$ cat config.mk
export PLATFORM = sky130hd
export DESIGN_NAME = irrigation_countdown
export DESIGN_NICKNAME = d
export VERILOG_FILES = /design/src/rtl/irrigation_pkg.sv /design/src/rtl/bcd_down_digit.sv /design/src/rtl/irrigation_countdown.sv
export SDC_FILE = /design/constraint.sdc
export NUM_CORES = 1
export LEC_CHECK = 0
export CAP_MARGIN = 30
export CELL_PAD_IN_SITES_DETAIL_PLACEMENT = 1
export CELL_PAD_IN_SITES_GLOBAL_PLACEMENT = 1
export CORE_ASPECT_RATIO = 1.75
export CORE_MARGIN = 2
export CORE_UTILIZATION = 43
export CTS_CLUSTER_DIAMETER = 150
export DETAILED_ROUTE_END_ITERATION = 10
export GPL_TIMING_DRIVEN = 1
export PLACE_DENSITY_LB_ADDON = 0.1
export SLEW_MARGIN = 10
export SYNTH_ARGS = -nofsm -noshare
export SYNTH_HDL_FRONTEND = slang
export SYNTH_HIERARCHICAL = 1
export SYNTH_SLANG_ARGS = --single-unit
$ cat constraint.sdc
create_clock -name clk -period 5.2 [get_ports clk]
set_input_delay 1.04 -clock clk [delete_from_list [all_inputs] [get_ports clk]]
set_output_delay 1.04 -clock clk [all_outputs]
set_load 0.02 [all_outputs]
$ cat src/rtl/irrigation_pkg.sv
// Shared types and constants for the irrigation countdown timer.
// Build option IRRIG_PAUSE_EN adds the PAUSED state.
package irrigation_pkg;

    localparam int DIGIT_W = 4;
    localparam logic [DIGIT_W-1:0] UNITS_MAX = 4'd9;
    localparam logic [DIGIT_W-1:0] TENS_MAX  = 4'd5;

    typedef enum logic [2:0] {
        IDLE,
        LOADED,
        RUNNING,
`ifdef IRRIG_PAUSE_EN
        DONE,
        PAUSED
`else
        DONE
`endif
    } state_t;

    // Bad BCD digits saturate first, then the whole minute value saturates at max_min.
    function automatic logic [2*DIGIT_W-1:0] clamp_preset(
        input logic [DIGIT_W-1:0] mt,
        input logic [DIGIT_W-1:0] mu,
        input int                 max_min
    );
        logic [DIGIT_W-1:0] tens;
        logic [DIGIT_W-1:0] units;
        int                 minutes;
        tens    = (mt > TENS_MAX)  ? TENS_MAX  : mt;
        units   = (mu > UNITS_MAX) ? UNITS_MAX : mu;
        minutes = 10 * int'(tens) + int'(units);
        if (minutes > max_min) begin
            tens  = DIGIT_W'(max_min / 10);
            units = DIGIT_W'(max_min % 10);
        end
        return {tens, units};
    endfunction

endpackage

$ cat src/rtl/bcd_down_digit.sv
// One BCD digit counting down modulo LIMIT+1, with synchronous clear, load and
// a borrow-out that fires when an enabled decrement wraps the digit.
module bcd_down_digit
    import irrigation_pkg::*;
#(
    parameter logic [DIGIT_W-1:0] LIMIT = UNITS_MAX
) (
    input  logic               clk,
    input  logic               clear_n,
    input  logic               clr,
    input  logic               load,
    input  logic [DIGIT_W-1:0] load_val,
    input  logic               en,
    output logic [DIGIT_W-1:0] value,
    output logic               borrow_out
);

    logic [DIGIT_W-1:0] value_reg;
    logic [DIGIT_W-1:0] value_next;

    always_ff @(posedge clk or negedge clear_n) begin
        if (!clear_n) begin
            value_reg <= '0;
        end else begin
            value_reg <= value_next;
        end
    end

    always_comb begin
        value_next = value_reg;
        if (clr) begin
            value_next = '0;
        end else if (load) begin
            value_next = (load_val > LIMIT) ? LIMIT : load_val;
        end else if (en) begin
            value_next = (value_reg == '0) ? LIMIT : value_reg - 1'b1;
        end
    end

    assign value      = value_reg;
    assign borrow_out = en && (value_reg == '0);

endmodule

$ cat src/rtl/irrigation_countdown.sv
// MM:SS irrigation countdown timer driving a valve, built from four cascaded BCD digits.
// Build option IRRIG_PAUSE_EN adds a pause input and a PAUSED state.
module irrigation_countdown
    import irrigation_pkg::*;
#(
    parameter int MAX_MIN = 59
) (
    input  logic               clk,
    input  logic               clear_n,
    input  logic               tick,
    input  logic               load,
    input  logic [DIGIT_W-1:0] preset_mt,
    input  logic [DIGIT_W-1:0] preset_mu,
    input  logic               start,
    input  logic               abort,
`ifdef IRRIG_PAUSE_EN
    input  logic               pause,
`endif
    output logic [DIGIT_W-1:0] min_t,
    output logic [DIGIT_W-1:0] min_u,
    output logic [DIGIT_W-1:0] sec_t,
    output logic [DIGIT_W-1:0] sec_u,
    output logic               valve_on,
    output logic               done
);

    state_t state_reg;
    state_t state_next;
    logic   valve_on_reg;
    logic   done_reg;

    logic                   dec;
    logic                   load_cnt;
    logic                   clr_cnt;
    logic                   count_zero;
    logic                   count_one;
    logic                   count_underflow;
    logic [2*DIGIT_W-1:0]   preset_clamped;
    logic [4*DIGIT_W-1:0]   load_word;
    logic [4*DIGIT_W-1:0]   count_word;

    assign preset_clamped = clamp_preset(preset_mt, preset_mu, MAX_MIN);
    assign load_word      = {preset_clamped, {(2*DIGIT_W){1'b0}}};

    // Digit 0 is sec_u; odd digits are tens (mod 6), even digits are units (mod 10).
    genvar gi;
    generate
        for (gi = 0; gi < 4; gi++) begin : g_digit
            localparam logic [DIGIT_W-1:0] LIMIT = (gi % 2 == 1) ? TENS_MAX : UNITS_MAX;
            logic               en_in;
            logic               borrow_out;
            logic [DIGIT_W-1:0] value;

            if (gi == 0) begin : g_first
                assign en_in = dec;
            end else begin : g_chain
                assign en_in = g_digit[gi-1].borrow_out;
            end

            bcd_down_digit #(
                .LIMIT (LIMIT)
            ) u_digit (
                .clk        (clk),
                .clear_n    (clear_n),
                .clr        (clr_cnt),
                .load       (load_cnt),
                .load_val   (load_word[gi*DIGIT_W +: DIGIT_W]),
                .en         (en_in),
                .value      (value),
                .borrow_out (borrow_out)
            );

            assign count_word[gi*DIGIT_W +: DIGIT_W] = value;
        end
    endgenerate

    // A borrow out of the top digit would mean decrementing past 00:00.
    assign count_underflow = g_digit[3].borrow_out;
    assign count_zero      = (count_word == '0);
    assign count_one       = (count_word == {{(4*DIGIT_W-1){1'b0}}, 1'b1});

    always_comb begin
        dec = (state_reg == RUNNING) && tick && !abort;
`ifdef IRRIG_PAUSE_EN
        if (pause) begin
            dec = 1'b0;
        end
`endif
    end

    always_ff @(posedge clk or negedge clear_n) begin
        if (!clear_n) begin
            state_reg    <= IDLE;
            valve_on_reg <= 1'b0;
            done_reg     <= 1'b0;
        end else begin
            state_reg    <= state_next;
            valve_on_reg <= (state_next == RUNNING);
            done_reg     <= (state_next == DONE) && (state_reg != DONE);
        end
    end

    always_comb begin
        state_next = state_reg;
        load_cnt   = 1'b0;
        clr_cnt    = 1'b0;
        if (abort) begin
            state_next = IDLE;
            clr_cnt    = 1'b1;
        end else begin
            case (state_reg)
                IDLE, DONE: begin
                    if (load) begin
                        load_cnt   = 1'b1;
                        state_next = LOADED;
                    end
                end
                LOADED: begin
                    if (start) begin
                        state_next = count_zero ? DONE : RUNNING;
                    end
                end
                RUNNING: begin
`ifdef IRRIG_PAUSE_EN
                    if (pause) begin
                        state_next = PAUSED;
                    end else
`endif
                    if (tick) begin
                        if (count_one || count_underflow) begin
                            state_next = DONE;
                        end
                        if (count_underflow) begin
                            clr_cnt = 1'b1;
                        end
                    end
                end
`ifdef IRRIG_PAUSE_EN
                PAUSED: begin
                    if (start) begin
                        state_next = RUNNING;
                    end
                end
`endif
                default: begin
                    state_next = IDLE;
                end
            endcase
        end
    end

    assign min_t    = count_word[4*DIGIT_W-1:3*DIGIT_W];
    assign min_u    = count_word[3*DIGIT_W-1:2*DIGIT_W];
    assign sec_t    = count_word[2*DIGIT_W-1:DIGIT_W];
    assign sec_u    = count_word[DIGIT_W-1:0];
    assign valve_on = valve_on_reg;
    assign done     = done_reg;

endmodule

After elaboration in Yosys (flattened, before gate mapping)
Cells that the tools add are included.
{ "op_classes": {"add_sub_neg": 5, "shift": 0, "muxes": 36, "n_lt_le_gt_ge": 5, "n_reduce_logical": 20, "multipliers": 1, "n_bitwise": 0, "n_div": 0, "n_eq_ne": 7} }
{ "ops": {"columns": ["op", "n"], "rows": [
  ["$mux 4", 22],
  ["$eq 16x1->1 const B", 1],
  ["$logic_not 16->1", 1],
  ["$logic_not 4->1", 4],
  ["$sub 4x1->4 const B", 4],
  ["$mux 3", 5],
  ["$eq 3x2->1 const B", 4],
  ["$reduce_bool 3->1", 4],
  ["$add 8x4->9", 1],
  ["$gt 9x6->1 const B", 1],
  ["$pmux 3 s3", 1],
  ["$gt 4x3->1 const B", 2],
  ["$gt 4x4->1 const B", 2],
  ["$mux 1", 8],
  ["$logic_and 1x1->1", 7],
  ["$mul 3x4->7 const A", 1],
  ["$eq 3x1->1 const B", 1],
  ["$logic_not 3->1", 1],
  ["$ne 3x2->1 const B", 1],
  ["$reduce_or 2->1", 1],
  ["$logic_not 1->1", 1],
  ["$logic_or 1x1->1", 1]
]} }
{ "word_totals": {"rom_bits": 0, "regBits": 21, "latch_bits": 0, "mem_count": 0, "out_inout_bits": 18, "ramBits": 0, "in_bits": 14, "word_cells": 81} }

Depth between registers and ports, before layout
{ "depth": {"ltp_word": 14, "depth_mapped": 12, "mapped_depth_nobuf": 12} }

By module
Netlist, hierarchy kept.
{ "by_module_without_submodules": {"columns": ["mod", "cells_per_inst", "area_each_um2", "seq_area_each_um2", "n_inst"], "rows": [
  ["bcd_down_digit at g_digit[0].u_digit ...", 36, 330.3, 100.1, 2],
  ["irrigation_countdown", 82, 648.1, 125.1, 1],
  ["bcd_down_digit at g_digit[1].u_digit ...", 30, 285.3, 100.1, 2]
]} }

Worst setup path before layout
OpenSTA, ideal clock, no wires.
{ "synth_timing": {"kind": "in2reg", "startpoint": "input preset_mt[2]", "endpoint": "register g_digit[2].u_digit.value_reg[2]", "setup_time_ns": 0.104, "cell_stages": 9, "arrival_ns": 3.215, "t_required_ns": 5.096, "n_path_buf": 0, "path_slack_ns": 1.881, "path_cell_list": "a211o_1 ha_1 ha_1 nor2b_1 a31o_1 o2111a_1 or3_1 nand2b_1 a221oi_1"} }
{ "synth_via": {"elab_chain_len": 10} }
{ "synth_rtl": {"columns": ["item", "line", "text"], "rows": [
  ["start: declaration", "irrigation_countdown.sv:12", "input logic [DIGIT_W-1:0] preset_mt,"],
  ["$gt 4x3->1", "irrigation_pkg.sv:30", "tens = (mt > TENS_MAX) ? TENS_MAX : mt;"],
  ["$mux 4 *", "irrigation_pkg.sv:30", null],
  ["$mul 3x4->7 *", "irrigation_pkg.sv:32", "minutes = 10 * int'(tens) + int'(units);"],
  ["$add 8x4->9 *", "irrigation_pkg.sv:32", null],
  ["$gt 9x6->1 *", "irrigation_pkg.sv:33", "if (minutes > max_min) begin"],
  ["$mux 4 *", "irrigation_pkg.sv:33", null],
  ["via load_word[11]", "irrigation_countdown.sv:39", "logic [4*DIGIT_W-1:0] load_word;"],
  ["$gt 4x4->1 *", "bcd_down_digit.sv:34", "value_next = (load_val > LIMIT) ? LIMIT : load_val;"],
  ["$mux 4 *", "bcd_down_digit.sv:34", null],
  ["$mux 4 *", "bcd_down_digit.sv:33", "end else if (load) begin"],
  ["$mux 4 *", "bcd_down_digit.sv:31", "if (clr) begin"],
  ["end signal: assignment", "bcd_down_digit.sv:25", "value_reg <= value_next;"],
  ["end: declaration", "bcd_down_digit.sv:18", "logic [DIGIT_W-1:0] value_reg;"]
]} }
Mark *: on every way through the listed nets, which the timed path passes. The rest lies on a longest branch.
A chain may end at the register's enable or synchronous reset.

Final worst setup path
Ends and elaborated chain as after synthesis.

==> out/results.tsv <==
metric	value	unit
insertion_delay	0.27	ns
dpl.hpwl	4080	um
drc	0	
wl_per_cell	16.1	um
yosys-top-cells-area	dfrtp_1 28%, ha_1 8.7%, inv_1 4.8%	
overflow	0	
yosys_warnings	6	
crit_path_end_kind	flip-flop	
antenna_found_initial	0	
slew_headroom	45.3	%
finalHoldViolations	0	
final_net_count	299	
preCtsSetupSlack	1.25	ns
synth_flop_cell	dfrtp_1	
synthDistinctLibCells	57	
grt_pass1_vias	1906	
total_power	0.445	mW
synth.largest_area_cell	dfrtp_1	
drt_first_pass_iters	4	
period_needed	3.66	ns
grt_pass1_wl	8710	um
worst-setup-path-type	in -> reg	
p_int	0.295	mW
yosysTopAreaCellShare	28.0	%
avgSynthCellArea	8.78	um2
root_buffer	clkbuf_8	
cts_tree	done	
synth.most_common_cell	inv_1	
hold_ws	0.598	ns
post_cts_resized	0	
leakage	0.948	nW
drive_gt1_share	8.89	%
cp.arrival	3.84	ns
clockBufferDepth	2	
clkPwrFrac	25.7	%
worstPathRequired	5.37	ns
ys_top_cells_by_count	24 x inv_1, 21 x dfrtp_1, 18 x nand2_1	
hold_path.class	reg -> reg	
rsz0062_at_grt	no	
fin_crit_sh	70.4	%
p_sw_share	33.7	%
cap_violations	0	
combPwrFrac	32.4	%
final_core_util	57.9	%
viasPerCell	5.65	
seq_area_frac_synth	28.0	%
gr-usage-all-layers	23.1	%
p_sw	0.150	mW
htreeDepth	1	
grt_max_degree	24	
dieArea	4940	um2
largest_reg_flops	16	
synthArstFlopShare	100	%
start_util	45.3	%
gp_congestion	0.738	
path_max_fanout	5	
synth_area	1880	um2
wl	5130	um
max_freq	273	MHz
drtIter0Drc	19	
post_cts_buffers	0	
syn_to_final_growth	27.8	%
cts_buffers	3	
skew	0.0153	ns
ios	32	
tns	0	ns
antenna_cells	0	
worst_pin_slew	0.814	ns
slew_violations	0	
synth-edff-count	0	
port_buffers	31	
synth_seq_cells	21	
fp.dieH	91.5	um
rows	31	
startpoint_type	input pin	
outcome	completed	
ir_worst_vdd	0.141	mV
die_w	54.0	um
pwr-share-seq	41.9	%
syn-instance-count	214	
p_per_area	185	nW/um2
cts.clk_slew.worst_paths	0.09	ns
cts.sinks	21	
setup_slack	1.54	ns
fillers	529	
setup_violations	0	
hold_buffers	0	
vias	1802	
core_area	4150	um2
ant_nets	0	
-- worst paths after layout --
kind	startpoint	to	slack, ns	cells after the start
hold reg to reg	state_reg[2]$_DFF_PN0_	state_reg[0]$_DFF_PN0_	0.60	1
max in group asynchronous	clear_n	state_reg[2]$_DFF_PN0_	3.72	2
setup reg to reg	g_digit[0].u_digit/value[0]$_DFFE_PN0P_	g_digit[2].u_digit/value[2]$_DFFE_PN0P_	2.33	9
setup / recovery	preset_mt[2]	g_digit[2].u_digit/value[2]$_DFFE_PN0P_	1.54	10
hold / removal	state_reg[2]$_DFF_PN0_	state_reg[0]$_DFF_PN0_	0.60	1
min in group asynchronous	clear_n	g_digit[0].u_digit/value[2]$_DFFE_PN0P_	1.05	1
-- per-layer routing --
metal / wire, um / share of wire, % / track usage [%] / vias to the layer above
met5: 0 / 0 / 0 / -
met4: 43 / 0.84 / 5.63 / 0
met3: 121 / 2.4 / 2.30 / 2
met2: 2980 / 58 / 43.9 / 22
met1: 1990 / 39 / 25.6 / 902
li1: - / - / - / 876
-- layout by cell type, fill, tap and decap left out, types with 5 or more instances in the layout --
cell	synthesis	routed
nor3_1	6	6
or3_1	6	6
conb_1	1	23
a211oi_1	5	5
nor3b_1	7	7
clkdlybuf4s50_1	0	31
dfrtp_1	21	21
nand2_1	18	18
a21oi_1	12	12
ha_1	13	13
nor2b_1	5	5
nor2_1	10	10
nand2b_1	9	9
inv_1	24	24
-- layout make-up --
cell class              instances  area, um2  area share, %
clock buffers                   3       41.3           1.72
multi-input cells             186       1320           54.9
well taps                      49       61.3           2.55
inverters                      25       93.8           3.91
flip-flops and latches         21        526           21.9
repair buffers                 34        353           14.7
clock inverters                 1       7.51          0.313
-- worst max-delay path, cell delays in order --
cell and delay (ns):
clkdlybuf4s50_1 0.43, a211o_1 0.34, ha_1 0.29, ha_1 0.33, nor2b_1 0.17, a31o_1 0.22, o2111a_1 0.16, or3_1 0.41
nand2b_1 0.17, a221oi_1 0.30
-- power groups by stage --
| stage | logic (mW) | registers [mW] | clock network [mW] |
|---|---|---|---|
| 6_report | 0.144 | 0.187 | 0.114 |
| 5_1_grt | 0.162 | 0.188 | 0.125 |
| 4_1_cts | 0.145 | 0.187 | 0.116 |
| 3_5_place_dp | 0.144 | 0.190 | 0 |
| 3_3_place_gp | 0.138 | 0.190 | 0 |
| 2_1_floorplan | 0.0857 | 0.193 | 0 |
-- through the flow --
step	cell area, um2	cells
finish	2400	319
global route	2400	319
CTS	2400	319
detailed placement	2350	315
global placement	2320	314
floorplan	1960	236
-- logic make-up (layout without fill, tap and decap cells) --
kind of cell / after synthesis / after routing / share of synthesized area, %
multiplexers: 2 / 2 / 1.07
AO/OA/AOI/OAI: 53 / 53 / 21.7
XOR/XNOR: 3 / 3 / 1.40
buffers and inverters: 29 / 63 / 6.59
AND/OR/NAND/NOR: 91 / 91 / 31.4
adder cells (fa/ha/maj): 14 / 14 / 9.72
flip-flops: 21 / 21 / 28.0
other: 1 / 23 / 0.200
Power figures use the tool's default switching activity.
